$ cat src/rtl/common_param.sv
// Shared MIPS opcode/funct constants and the memory-stage FSM state type.
package common_param;

   // Primary opcodes (Ins[31:26])
   localparam logic [5:0] OP_R_FORM = 6'h00;
   localparam logic [5:0] OP_REGIMM = 6'h01;
   localparam logic [5:0] OP_J      = 6'h02;
   localparam logic [5:0] OP_JAL    = 6'h03;
   localparam logic [5:0] OP_BEQ    = 6'h04;
   localparam logic [5:0] OP_BNE    = 6'h05;
   localparam logic [5:0] OP_BLEZ   = 6'h06;
   localparam logic [5:0] OP_BGTZ   = 6'h07;
   localparam logic [5:0] OP_ADDI   = 6'h08;
   localparam logic [5:0] OP_ADDIU  = 6'h09;
   localparam logic [5:0] OP_SLTI   = 6'h0A;
   localparam logic [5:0] OP_SLTIU  = 6'h0B;
   localparam logic [5:0] OP_ANDI   = 6'h0C;
   localparam logic [5:0] OP_ORI    = 6'h0D;
   localparam logic [5:0] OP_XORI   = 6'h0E;
   localparam logic [5:0] OP_LUI    = 6'h0F;
   localparam logic [5:0] OP_LW     = 6'h23;
   localparam logic [5:0] OP_SW     = 6'h2B;

   // R_FORM funct codes (Ins[5:0])
   localparam logic [5:0] FN_SLL   = 6'h00;
   localparam logic [5:0] FN_SRL   = 6'h02;
   localparam logic [5:0] FN_SRA   = 6'h03;
   localparam logic [5:0] FN_SLLV  = 6'h04;
   localparam logic [5:0] FN_SRLV  = 6'h06;
   localparam logic [5:0] FN_SRAV  = 6'h07;
   localparam logic [5:0] FN_JR    = 6'h08;
   localparam logic [5:0] FN_JALR  = 6'h09;
   localparam logic [5:0] FN_MFHI  = 6'h10;
   localparam logic [5:0] FN_MTHI  = 6'h11;
   localparam logic [5:0] FN_MFLO  = 6'h12;
   localparam logic [5:0] FN_MTLO  = 6'h13;
   localparam logic [5:0] FN_MULT  = 6'h18;
   localparam logic [5:0] FN_MULTU = 6'h19;
   localparam logic [5:0] FN_DIV   = 6'h1A;
   localparam logic [5:0] FN_DIVU  = 6'h1B;
   localparam logic [5:0] FN_ADD   = 6'h20;
   localparam logic [5:0] FN_ADDU  = 6'h21;
   localparam logic [5:0] FN_SUB   = 6'h22;
   localparam logic [5:0] FN_SUBU  = 6'h23;
   localparam logic [5:0] FN_AND   = 6'h24;
   localparam logic [5:0] FN_OR    = 6'h25;
   localparam logic [5:0] FN_XOR   = 6'h26;
   localparam logic [5:0] FN_NOR   = 6'h27;
   localparam logic [5:0] FN_SLT   = 6'h2A;
   localparam logic [5:0] FN_SLTU  = 6'h2B;

   // Link register written by JAL
   localparam logic [4:0] REG_RA = 5'd31;

   // Memory-stage FSM states
   typedef enum logic [1:0] {
      IDLE     = 2'd0,
      WAIT_ACK = 2'd1,
      HOLD     = 2'd2
   } mem_state_e;

   // True for the two opcodes that touch data memory
   function automatic logic is_mem_op(input logic [5:0] op);
      return (op == OP_LW) || (op == OP_SW);
   endfunction

endpackage

$ cat src/rtl/mem_stage_wb_dest_decode.sv
// Destination decode: instruction fields -> writeback register and enable.
// Purely combinational; the caller registers the result.
module wb_dest_decode
   import common_param::*;
(
   input  logic [5:0] op_i,
   input  logic [5:0] funct_i,
   input  logic [4:0] rt_i,
   input  logic [4:0] rd_i,
   output logic [4:0] wb_reg_o,
   output logic       wb_en_o
);

   // Select rd, rt, $ra or nothing depending on instruction class
   always_comb begin
      wb_reg_o = '0;
      wb_en_o  = 1'b0;
      case (op_i)
         OP_R_FORM: begin
            case (funct_i)
               FN_SLL, FN_SRL, FN_SRA, FN_SLLV, FN_SRLV, FN_SRAV,
               FN_JALR, FN_MFHI, FN_MFLO,
               FN_ADD, FN_ADDU, FN_SUB, FN_SUBU,
               FN_AND, FN_OR, FN_XOR, FN_NOR, FN_SLT, FN_SLTU: begin
                  wb_reg_o = rd_i;
                  wb_en_o  = 1'b1;
               end
               // JR, MULT/DIV, MTHI/MTLO and unknown funct: no write
               default: ;
            endcase
         end
         OP_ADDI, OP_ADDIU, OP_SLTI, OP_SLTIU,
         OP_ANDI, OP_ORI, OP_XORI, OP_LUI, OP_LW: begin
            wb_reg_o = rt_i;
            wb_en_o  = 1'b1;
         end
         OP_JAL: begin
            wb_reg_o = REG_RA;
            wb_en_o  = 1'b1;
         end
         // SW, branches, J, REGIMM and unknown opcodes: no write
         default: ;
      endcase
   end

endmodule

$ cat src/rtl/mem_stage.sv
// MEM pipeline stage: passes ALU results through, performs aligned LW/SW
// against a req/ack data memory, flags misaligned accesses.
// Optional build macro MEM_TIMEOUT_EN adds an ack timeout of
// TIMEOUT_CYCLES cycles; without it WAIT_ACK waits indefinitely.
module mem_stage
   import common_param::*;
#(
   parameter int TIMEOUT_CYCLES = 64
) (
   input  logic        CLK,
   input  logic        RST,
   input  logic [31:0] Ins,
   input  logic [31:0] Result,
   input  logic [31:0] Rdata2,
   input  logic        in_valid,
   output logic        in_ready,
   output logic        out_valid,
   input  logic        out_ready,
   output logic [31:0] WBdata,
   output logic [4:0]  WBreg,
   output logic        WBen,
   output logic        err,
   output logic        dmem_req,
   output logic        dmem_we,
   output logic [31:0] dmem_addr,
   output logic [31:0] dmem_wdata,
   input  logic        dmem_ack,
   input  logic [31:0] dmem_rdata
);

   mem_state_e  state_q;
   logic        out_valid_q, err_q, wben_q, is_lw_q;
   logic [31:0] wbdata_q;
   logic [4:0]  wbreg_q;
   logic        dmem_req_q, dmem_we_q;
   logic [31:0] dmem_addr_q, dmem_wdata_q;

   // Decoded view of the incoming instruction
   logic [5:0]  op;
   logic        in_is_lw, in_is_sw, in_is_mem, in_misal;
   logic [4:0]  dec_reg;
   logic        dec_en;
   logic        xfer;
   logic        tmo_hit;

   // Next values loaded on a transfer edge
   mem_state_e  state_d;
   logic        out_valid_d, err_d, wben_d;
   logic [31:0] wbdata_d;
   logic        dmem_req_d, dmem_we_d;
   logic [31:0] dmem_addr_d, dmem_wdata_d;

   // rs and shamt are not needed at this stage
   logic unused_fields;
   assign unused_fields = ^{Ins[25:21], Ins[10:6]};

   assign op        = Ins[31:26];
   assign in_is_lw  = (op == OP_LW);
   assign in_is_sw  = (op == OP_SW);
   assign in_is_mem = is_mem_op(op);
   assign in_misal  = (Result[1:0] != 2'b00);

   wb_dest_decode u_dest (
      .op_i     (op),
      .funct_i  (Ins[5:0]),
      .rt_i     (Ins[20:16]),
      .rd_i     (Ins[15:11]),
      .wb_reg_o (dec_reg),
      .wb_en_o  (dec_en)
   );

   // Ready when empty, or when the held result is leaving this cycle
   assign in_ready = (state_q == IDLE) || ((state_q == HOLD) && out_ready);
   assign xfer     = in_valid && in_ready;

   // Work out where a freshly captured instruction goes
   always_comb begin
      state_d      = HOLD;
      out_valid_d  = 1'b1;
      err_d        = 1'b0;
      wben_d       = dec_en;
      wbdata_d     = Result;
      dmem_req_d   = 1'b0;
      dmem_we_d    = 1'b0;
      dmem_addr_d  = '0;
      dmem_wdata_d = '0;
      if (in_is_mem) begin
         wbdata_d = '0;
         if (in_misal) begin
            err_d  = 1'b1;
            wben_d = 1'b0;
         end else begin
            state_d      = WAIT_ACK;
            out_valid_d  = 1'b0;
            dmem_req_d   = 1'b1;
            dmem_we_d    = in_is_sw;
            dmem_addr_d  = Result;
            dmem_wdata_d = in_is_sw ? Rdata2 : 32'h0;
         end
      end
   end

`ifdef MEM_TIMEOUT_EN
   localparam int TMO_W = $clog2(TIMEOUT_CYCLES + 1);
   logic [TMO_W-1:0] tmo_q;

   // Fires on the TIMEOUT_CYCLES-th edge spent in WAIT_ACK without ack
   assign tmo_hit = (state_q == WAIT_ACK) && (tmo_q == TMO_W'(TIMEOUT_CYCLES - 1));

   // Cycle counter: runs only in WAIT_ACK, cleared on any exit
   always_ff @(posedge CLK or negedge RST) begin
      if (!RST)
         tmo_q <= '0;
      else if ((state_q == WAIT_ACK) && !dmem_ack && !tmo_hit)
         tmo_q <= tmo_q + TMO_W'(1);
      else
         tmo_q <= '0;
   end
`else
   logic unused_tmo_param;
   assign unused_tmo_param = (TIMEOUT_CYCLES > 0);
   assign tmo_hit = 1'b0;
`endif

   // Stage FSM with registered outputs
   always_ff @(posedge CLK or negedge RST) begin
      if (!RST) begin
         state_q      <= IDLE;
         out_valid_q  <= 1'b0;
         err_q        <= 1'b0;
         wben_q       <= 1'b0;
         wbreg_q      <= '0;
         wbdata_q     <= '0;
         is_lw_q      <= 1'b0;
         dmem_req_q   <= 1'b0;
         dmem_we_q    <= 1'b0;
         dmem_addr_q  <= '0;
         dmem_wdata_q <= '0;
      end else begin
         case (state_q)
            IDLE, HOLD: begin
               if (xfer) begin
                  state_q      <= state_d;
                  out_valid_q  <= out_valid_d;
                  err_q        <= err_d;
                  wben_q       <= wben_d;
                  wbreg_q      <= dec_reg;
                  wbdata_q     <= wbdata_d;
                  is_lw_q      <= in_is_lw;
                  dmem_req_q   <= dmem_req_d;
                  dmem_we_q    <= dmem_we_d;
                  dmem_addr_q  <= dmem_addr_d;
                  dmem_wdata_q <= dmem_wdata_d;
               end else if ((state_q == HOLD) && out_ready) begin
                  state_q     <= IDLE;
                  out_valid_q <= 1'b0;
               end
            end
            WAIT_ACK: begin
               // Ack wins over a coincident timeout
               if (dmem_ack) begin
                  state_q     <= HOLD;
                  out_valid_q <= 1'b1;
                  dmem_req_q  <= 1'b0;
                  dmem_we_q   <= 1'b0;
                  err_q       <= 1'b0;
                  wbdata_q    <= is_lw_q ? dmem_rdata : 32'h0;
               end else if (tmo_hit) begin
                  state_q     <= HOLD;
                  out_valid_q <= 1'b1;
                  dmem_req_q  <= 1'b0;
                  dmem_we_q   <= 1'b0;
                  err_q       <= 1'b1;
                  wben_q      <= 1'b0;
                  wbdata_q    <= '0;
               end
            end
            default: state_q <= IDLE;
         endcase
      end
   end

   assign out_valid  = out_valid_q;
   assign err        = err_q;
   assign WBen       = wben_q && !err_q;
   assign WBreg      = wbreg_q;
   assign WBdata     = wbdata_q;
   assign dmem_req   = dmem_req_q;
   assign dmem_we    = dmem_we_q;
   assign dmem_addr  = dmem_addr_q;
   assign dmem_wdata = dmem_wdata_q;

endmodule

$ cat config.mk
export PLATFORM = sky130hd
export DESIGN_NAME = mem_stage
export DESIGN_NICKNAME = d
export VERILOG_FILES = /design/src/rtl/common_param.sv /design/src/rtl/mem_stage_wb_dest_decode.sv /design/src/rtl/mem_stage.sv
export SDC_FILE = /design/constraint.sdc
export NUM_CORES = 1
export LEC_CHECK = 0
export CORE_UTILIZATION = 35
export CTS_CLUSTER_SIZE = 12
export DETAILED_ROUTE_END_ITERATION = 6
export PLACE_DENSITY = 0.77
export RECOVER_POWER = 25
export SETUP_SLACK_MARGIN = 0.4
export SYNTH_ARGS = -nofsm -noshare
export SYNTH_HDL_FRONTEND = slang
export SYNTH_SLANG_ARGS = --single-unit
$ cat constraint.sdc
create_clock -name CLK -period 1.6 [get_ports CLK]
set_input_delay 0.32 -clock CLK [delete_from_list [all_inputs] [get_ports CLK]]
set_output_delay 0.32 -clock CLK [all_outputs]
set_load 0.01 [all_outputs]
=== Word-level counts from Yosys, hierarchy flattened ===
Cells that the tools add are included.
W data, S select, Z words.

* Register bits: 109
* Latch bits: 0
* RAM bits: 0
* Bits in read-only memories: 0
* Output and inout bits: 107
* Memories kept: 0

* Add/sub/neg operators: 0
* Multipliers: 0
* Divide/modulo/power cells: 0
* $lt $le $gt $ge: 0
* Equal/unequal tests: 34
* Shift-type cells: 0
* Muxes and demuxes: 40
* Bitwise gates (word level): 0
* Reductions and logical operators: 19

{| class="wikitable"
|+ Operator list
! kind !! number
|-
| $mux W32 || 9
|-
| $eq A6 B6 Y1 const B || 12
|-
| $pmux W32 S2 || 1
|-
| $eq A6 B4 Y1 const B || 9
|-
| $reduce_or A19 Y1 || 1
|-
| $eq A6 B2 Y1 const B || 3
|-
| $eq A6 B3 Y1 const B || 3
|-
| $mux W1 || 17
|-
| $pmux W5 S3 || 1
|-
| $eq A6 B5 Y1 const B || 2
|-
| $logic_not A6 Y1 || 2
|-
| $mux W2 || 5
|-
| $pmux W1 S2 || 5
|-
| $reduce_or A10 Y1 || 1
|-
| $reduce_or A9 Y1 || 1
|-
| $reduce_and A3 Y1 || 2
|-
| $mux W5 || 1
|-
| $ne A2 B2 Y1 const B || 2
|-
| $pmux W2 S2 || 1
|-
| $reduce_and A2 Y1 || 2
|-
| $reduce_bool A2 Y1 || 2
|-
| $logic_and A1 B1 Y1 || 3
|-
| $ne A3 B3 Y1 const B || 1
|-
| $eq A2 B1 Y1 const B || 1
|-
| other kinds (5) || 6
|}

=== Longest topological paths before layout ===
Gate-level depths: netlist (run 1).

* Depth in word-level cells: 6
* Gate-level depth with buffers: 7
* Gate-level depth less buffers: 5

=== Modules after synthesis ===
A second synthesis (run 1) with hierarchy kept.

* Cell total of the unflattened synthesis: 484
* Area, all modules: 5,310.1 um^2

{| class="wikitable"
|+ By module, submodules not included
! module !! times used !! cells each !! area an instance (um^2) !! seq. area each (um^2)
|-
| mem_stage || 1 || 460 || 5,143.7 || 2,727.6
|-
| wb_dest_decode || 1 || 24 || 166.4 || 0.0
|}

=== Least setup slack after synthesis (run 1) ===
No wires, ideal clock.

* Kind: flip-flop to flip-flop
* Start point: register state_q[1]
* End point: register dmem_wdata_q[10], in the netlist dmem_wdata[10]
* Data arrival time: 1.555 ns
* Slack: -0.021 ns
* Cell stages (with the launch flop): 8
* Path buffers: 2
* Period minus slack after synthesis: 1.621 ns
* Cell sequence: dfrtp_1 -> nor2b_1 -> nand2b_1 -> nor4_4 -> and2_1 -> buf_4 -> buf_6 -> a22o_1

* Longest elaborated chain between the ends: 5
* Elaborated cells between the ends (all ways): 7
* Classes of those cells: eq/ne (1); reduce/logical (6)

{| class="wikitable"
|+ Ends and longest elaborated chain
! what !! RTL line !! RTL
|-
| start, declared || mem_stage.sv:31 || <nowiki>mem_state_e state_q;</nowiki>
|-
| start signal, assigned || mem_stage.sv:143 || <nowiki>state_q <= state_d;</nowiki>
|-
| $eq A2 B2 Y1 || mem_stage.sv:73, mem_stage.sv:140 ||
|-
| $logic_and A1 B1 Y1 || mem_stage.sv:73 || <nowiki>assign in_ready = (state_q == IDLE) || ((state_q == HOLD) && out_ready);</nowiki>
|-
| $logic_or A1 B1 Y1 || mem_stage.sv:73 ||
|-
| $logic_and A1 B1 Y1 || mem_stage.sv:74 || <nowiki>assign xfer = in_valid && in_ready;</nowiki>
|-
| $reduce_and A2 Y1 (no source line) (*) || - ||
|-
| end signal, assigned || mem_stage.sv:153 || <nowiki>dmem_wdata_q <= dmem_wdata_d;</nowiki>
|-
| end, declared || mem_stage.sv:36 || <nowiki>logic [31:0] dmem_addr_q, dmem_wdata_q;</nowiki>
|}

Mark *: on every way between the ends. The rest lies on a longest branch, timed or not.
A chain may end at the register's enable or synchronous reset.

=== Final worst setup path (run 1) ===
* Start point: register state_q[0]
* End point: register wbdata_q[31], in the netlist WBdata[31]

* Longest elaborated chain between the ends: 6
* Elaborated cells between the ends (all ways): 12
* Classes of those cells: eq/ne (4); mux (1); reduce/logical (7)

{| class="wikitable"
|+ Ends and longest elaborated chain
! what !! RTL line !! RTL
|-
| $eq A2 B2 Y1 || mem_stage.sv:73, mem_stage.sv:140 ||
|-
| $logic_and A1 B1 Y1 || mem_stage.sv:73 ||
|-
| $logic_or A1 B1 Y1 || mem_stage.sv:73 ||
|-
| $logic_and A1 B1 Y1 || mem_stage.sv:74 ||
|-
| $ne A2 B2 Y1 (no source line) || - ||
|-
| $reduce_and A3 Y1 (no source line) || - ||
|-
| end signal, assigned || mem_stage.sv:148 || <nowiki>wbdata_q <= wbdata_d;</nowiki>
|-
| end signal, assigned || mem_stage.sv:167 || <nowiki>wbdata_q <= is_lw_q ? dmem_rdata : 32'h0;</nowiki>
|-
| end, declared || mem_stage.sv:33 || <nowiki>logic [31:0] wbdata_q;</nowiki>
|}

Parallel ways exist; a longest one is shown, timed or not.

==> results_dict.tcl, run 1 <==
set metrics [dict create \
    status "complete, but fails checks" \
    violations "setup timing" \
    cts_buffers 9 \
    synth_common_cells "dfrtp_1 (109), nor2_1 (69), a22o_1 (62)" \
    cp_common_cell "buf_12" \
    period_minus_slack_ns 1.64 \
    hp-class "in -> reg" \
    crit_fanout 32 \
    grt_pass1_wl_um 24800 \
    ys_ff_latch 109 \
    yosysTopAreaCell "dfrtp_1" \
    final_antenna_net_count 0 \
    globalRouteTotalUtil_pct 25.4 \
    setup_viol 30 \
    dr_total_vias 4634 \
    cts_num_sinks 109 \
    slew_headroom_pct 62.5 \
    port_buffers 229 \
    synth_edf_count 0 \
    drc_errors 0 \
    cts_buffer_depth 2 \
    p_sw_mw 1.74 \
    drv_slew 0 \
    ys_types 34 \
    cts_max_level 3 \
    grt_max_degree 56 \
    rows 40 \
    grt_pass1_vias 4640 \
    gp_congestion 0.804 \
    syn_nets 498 \
    synth_xor_area_share_pct 0 \
    first_pass_iters 4 \
    crit_chain "buf_4 -> nor2b_4 -> buf_12 -> a41oi_4 -> buf_12 -> a221oi_1 -> nor2_1" \
    arrival_ns 1.92 \
    synth_area_leaders "dfrtp_1 (62%), a22o_1 (12%), a221oi_1 (7.4%)" \
    design_power_total_mw 6.53 \
    finalCoreUtilization_pct 68.7 \
    grt_setup_unrepaired "yes" \
    die_x_um 114 \
    placed_cells 766 \
    drv_cap 0 \
    criticalPathCategory "reg -> reg" \
    p_leak_nw 4.00 \
    finalNetCount 831 \
    hold_viol_final 0 \
    cpPeakStageDelay_ns 0.45 \
    slowest_stage "dfrtp_2" \
    nFillCells 899 \
    synthesis.area_um2 4370 \
    hpwl_um 10000 \
    yosys.area_share.simple_pct 10.4 \
    synth_top_area_share_pct 62.4 \
    avgRoutedWirePerCell_um 20.8 \
    yosysSeqAreaShare_pct 62.4 \
    diodes 0 \
    cts-root-buf "clkbuf_16" \
    layout-drive-gt1-share_pct 43.8 \
    fmax_ghz 0.609 \
    final_area_um2 8320 \
    die_h_um 114 \
    timing.hold.ws_ns 0.320 \
    p_sw_share_pct 26.6 \
    yosysWarnings 0 \
    cp-end-kind "flip-flop" \
    gr-total-overflow 0 \
    antenna_found_initial 0 \
    combPwrFrac_pct 21.3 \
    startpoint_type "flip-flop" \
    clk_latency_ns 0.35 \
    clkPwrFrac_pct 33.1 \
    core_um2 12100 \
    ioPinCount 240 \
    syn_avg_cell_area_um2 12.0 \
    cts_tree "done" \
    drtIter0Drc 335 \
    post_dp_cell_area_um2 7190 \
    powerDensity_nw_per_um2 784 \
    synthAdderAreaFrac_pct 0 \
    synth_compound_area_share_pct 23.4 \
    postSynthCellCount 365 \
    setup_ws_ns -0.0431 \
    routed_wl_um 18100 \
    synthFlopType "dfrtp_1" \
    via_per_inst 5.32 \
    skew_ns 0.00836 \
    muxShareOfSynthArea_pct 0.229 \
    dieArea_um2 12900 \
    initial_core_util_pct 36.1 \
    async_reset_ff_share_pct 100 \
    fin_cells 871 \
    yosysMostFrequentCell "dfrtp_1" \
    internal-power_mw 4.79 \
    vdd_drop_max_v 0.000391 \
    worstPathRequired_ns 1.88 \
    p_seq_share_pct 45.6 \
    syn_to_final_growth_pct 90.4 \
    fin_crit_sh_pct 103 \
    tightest_slew_ns 0.562 \
    clkTransAtPathRegs_ns 0.07 \
    synth_top_family_by_area "compound AO/OA/AOI/OAI gates" \
]
flip-flops by register name, indices dropped and copies added (netlist names):
signal,flops
WBdata,32
out_valid,1
state_q,2
is_lw_q,1
dmem_addr,32
dmem_req,1
err,1
wben_q,1
dmem_we,1
dmem_wdata,32
WBreg,5
logic make-up (layout without fill, tap and decap cells):
family | count (synthesis) | count (layout)
DFF | 109 | 109
muxes | 1 | 1
AOI/OAI and AO/OA | 123 | 126
and+or+nand+nor | 100 | 100
buffers and inverters | 32 | 367
power by group through the flow:
| stage | registers, mW | logic (mW) | clock network [mW] |
|---|---|---|---|
| after floorplan | 3.08 | 0.275 | 0 |
| after global placement | 3.02 | 1.14 | 0 |
| after detailed placement | 3.02 | 1.17 | 0 |
| after CTS | 2.97 | 1.27 | 2.18 |
| after global routing | 2.99 | 1.47 | 2.30 |
| final | 2.98 | 1.39 | 2.16 |
layout make-up:
type	count	area [µm²]	area share, %
flip-flops and latches	109	2730	32.8
multi-input cells	227	1890	22.8
inverters	3	13.8	0.165
clock inverters	5	33.8	0.406
clock buffers	11	253	3.04
repair buffers	348	3190	38.3
well taps	168	210	2.53
final timing paths:
path | startpoint | endpoint | slack [ns] | cells past startpoint
min in group asynchronous | RST | dmem_addr[0] | 0.47 | 2
max | state_q[0] | WBdata[31] | -0.04 | 7
min | Ins[29] | is_lw_q | 0.32 | 3
max reg2reg | state_q[0] | WBdata[31] | -0.04 | 7
min reg2reg | wben_q | wben_q | 0.49 | 2
max in group asynchronous | RST | WBdata[24] | 0.26 | 3
layout by cell type, fill, tap and decap left out, types with 3 or more instances in the layout:
| master | netlist | final |
|---|---|---|
| o21ai_1 | 0 | 8 |
| dfrtp_1 | 109 | 108 |
| buf_6 | 3 | 41 |
| clkbuf_2 | 0 | 13 |
| buf_4 | 1 | 80 |
| a221oi_1 | 37 | 14 |
| a21o_1 | 4 | 3 |
| clkdlybuf4s50_1 | 0 | 105 |
| nand2_1 | 11 | 9 |
| nor2_1 | 69 | 65 |
| a22o_1 | 62 | 62 |
| buf_2 | 10 | 75 |
| buf_12 | 0 | 14 |
| a21oi_4 | 0 | 4 |
| a221oi_2 | 0 | 22 |
| nor2b_4 | 0 | 3 |
| clkbuf_16 | 0 | 13 |
| buf_16 | 0 | 5 |
routing by layer:
| metal | wire length (µm) | GRT usage (%) |
|---|---|---|
| met2 | 9220 | 43.6 |
| met4 | 689 | 13.1 |
| met3 | 1260 | 5.58 |
| met5 | 0 | 0 |
| met1 | 6930 | 29.9 |
through the flow:
| stage | setup WS [ns] | TNS, ns |
|---|---|---|
| 2_1_floorplan | -0.0106 | -0.303 |
| 3_3_place_gp | -0.569 | -52.96 |
| 3_5_place_dp | -0.662 | -62.07 |
| 4_1_cts | 0.00451 | 0 |
| 5_1_grt | -0.108 | -3.33 |
| 6_report | -0.0431 | -0.359 |
critical path: cells and delay by family (launching register included):
kind | cells | cell delay [ns]
buffers and inverters | 3 | 0.53
and+or+nand+nor | 2 | 0.26
DFF | 1 | 0.45
AOI/OAI and AO/OA | 2 | 0.31
repair_timing:
item	CTS	global route
hold endpoints to repair	8	0
hold buffers	1	0
pin swaps	16	15
buffers inserted	29	44
gates resized for setup	280	236
setup endpoints to repair	216	216
gates cloned	8	7
Note: power is estimated with default switching activity, not from simulation.
==> inputs of run 2 (changes only) <==
Settings changed: CORE_UTILIZATION 35 to 43, CTS_BUF_LIST set to sky130_fd_sc_hd__clkbuf_8, PLACE_DENSITY 0.77 to 0.88.
Clock period 1.6 ns to 1.89 ns, I/O delays scaled along.
==> run 2 against run 1 <==
- the flow now finishes without violations
- cell area rose by 3.7%
- sequential power fell by 15%
- non-clock buffer count fell by 31
- flip-flop and latch count did not move
- routed wire length rose by 8.0%
- final cell count fell by 7.9%
- global-route usage rose by 7.0 points
- sequential share of layout area fell by 1.2 points
- register-to-register slack improved by 0.25 ns
- clock skew rose by 0.00065 ns
- die area fell by 18%
- count of clock-buffer cells in the layout did not move
- highest routed layer unchanged
==> results_dict.tcl, run 2 (synthesized netlist as in run 1, its figures left out) <==
set metrics [dict create \
    vdd_drop_max_v 0.000407 \
    p_sw_mw 1.48 \
    cts-root-buf "clkbuf_8" \
    initial_core_util_pct 44.5 \
    nFillCells 459 \
    core_um2 9820 \
    timing.hold.ws_ns 0.352 \
    hold_viol_final 0 \
    period_minus_slack_ns 1.70 \
    die_x_um 103 \
    holdBufCountCts 0 \
    final_cell_mix "dlygate4sd2_1 (111), dfrtp_1 (108), clkdlybuf4s50_1 (107)" \
    via_per_inst 5.86 \
    slew_headroom_pct 2.80 \
    finalNetCount 798 \
    crit_fanout 8 \
    cts_buffers 9 \
    powerDensity_nw_per_um2 616 \
    antenna_found_initial 0 \
    die_h_um 103 \
    grt_pass1_wl_um 25000 \
    p_leak_nw 4.10 \
    worstPathRequired_ns 2.16 \
    ioPinCount 240 \
    p_sw_share_pct 27.9 \
    clk_latency_ns 0.38 \
    arrival_ns 1.98 \
    internal-power_mw 3.83 \
    cts_tree "done" \
    clkPwrFrac_pct 27.7 \
    port_buffers 229 \
    cp-end-kind "flip-flop" \
    routed_wl_um 19600 \
    cts_num_sinks 109 \
    status "finished, final reports clean" \
    gp_congestion 0.824 \
    avgRoutedWirePerCell_um 24.4 \
    criticalPathCategory "in -> reg" \
    grt_max_degree 110 \
    layout_commonest_cell "dlygate4sd2_1" \
    syn_to_final_growth_pct 97.4 \
    drtIter0Drc 186 \
    p_seq_share_pct 47.7 \
    grt_setup_unrepaired "yes" \
    r2r_setup_slack_ns 0.21 \
    clkTransAtPathRegs_ns 0.10 \
    layout-drive-gt1-share_pct 27.4 \
    drv_slew 0 \
    final_antenna_net_count 0 \
    drc_errors 0 \
    diodes 0 \
    setup_viol 0 \
    dieArea_um2 10600 \
    combPwrFrac_pct 24.6 \
    globalRouteTotalUtil_pct 32.4 \
    cts_buffer_depth 2 \
    gr-total-overflow 0 \
    drv_cap 0 \
    dr_total_vias 4700 \
    place_ws_ns -0.508 \
    skew_ns 0.00901 \
    first_pass_iters 4 \
    setup_ws_ns 0.188 \
    finalSetupTns_ns 0 \
    fmax_ghz 0.588 \
    grt_pass1_vias 4669 \
    startpoint_type "input port" \
    hp-class "in -> reg" \
    hpwl_um 10200 \
    cts_max_level 3 \
    fin_crit_sh_pct 90.0 \
    rows 36 \
    tightest_slew_ns 1.46 \
]
[run 2: changes by cell type in the layout (fill, tap and decap cells not counted), moves of 9 or more]
cell	delta
dlygate4sd2_1	+109
buf_2	-71
nor2_1	-12
clkbuf_8	+9
buf_6	-24
clkbuf_2	-13
buf_4	-46
a221oi_1	-12
a221oi_4	+12
[run 2: per-stage QoR]
| step | power [mW] | area, µm² | utilization [%] | instances |
|---|---|---|---|---|
| after global placement | 3.48 | 7000 | 71.3 | 728 |
| after floorplan | 2.83 | 4390 | - | 365 |
| after detailed placement | 3.52 | 7000 | 71.3 | 728 |
| after global routing | 5.51 | 8630 | 87.9 | 802 |
| after CTS | 5.05 | 7900 | 80.4 | 779 |
| final | 5.31 | 8630 | 87.9 | 802 |
[run 2: final timing paths]
kind,from,to,cells after the start
max,Ins[28],WBdata[8],10
min,dmem_ack,state_q[0],3
max reg2reg,state_q[0],WBdata[30],8
min reg2reg,is_lw_q,is_lw_q,2
max in group asynchronous,RST,state_q[0],2
min in group asynchronous,RST,dmem_addr[16],2
[run 2: final cells by class]
cell class / count / area, µm² / area share (%)
repair buffers: 317 / 3430 / 39.7
flip-flops and latches: 109 / 2730 / 31.6
multi-input cells: 225 / 2100 / 24.3
well taps: 133 / 166 / 1.93
inverters: 3 / 13.8 / 0.159
clock inverters: 4 / 47.5 / 0.551
clock buffers: 11 / 151 / 1.75
[run 2: power groups by stage]
stage	Clock (mW)	Combinational [mW]	Sequential, mW
final	1.47	1.31	2.53
after global routing	1.58	1.38	2.54
after CTS	1.46	1.07	2.51
after detailed placement	0	0.959	2.56
after global placement	0	0.925	2.55
after floorplan	0	0.219	2.61
[run 2: what timing repair did]
action | 4_1_cts | 5_1_grt
gates cloned | 11 | 11
pin swaps | 34 | 36
hold endpoints to repair | 0 | 0
resized for setup | 220 | 72
buffers inserted | 25 | 12
endpoints found under the setup margin | 213 | 111
[run 2: routing by layer]
layer  up-vias  GRT usage (%)  share of wire [%]
met4         0           17.0                4.4
li1       1980              -                  -
met2       318           57.0                 52
met5         -              0                  0
met1      2335           36.5                 35
met3        67           8.07                8.9
[run 2: critical path, stage by stage]
cell,delay (ns)
buf_2,0.14
nor2_4,0.05
buf_4,0.13
buf_4,0.12
buf_4,0.11
buf_4,0.13
a41oi_4,0.37
clkbuf_16,0.28
a221oi_2,0.08
nor2_1,0.19
==> inputs of run 3 (changes only) <==
Settings changed: SLEW_MARGIN set to 20.
==> results of run 3 <==
No change in the layout: final DEF, timing and power equal those of run 2.
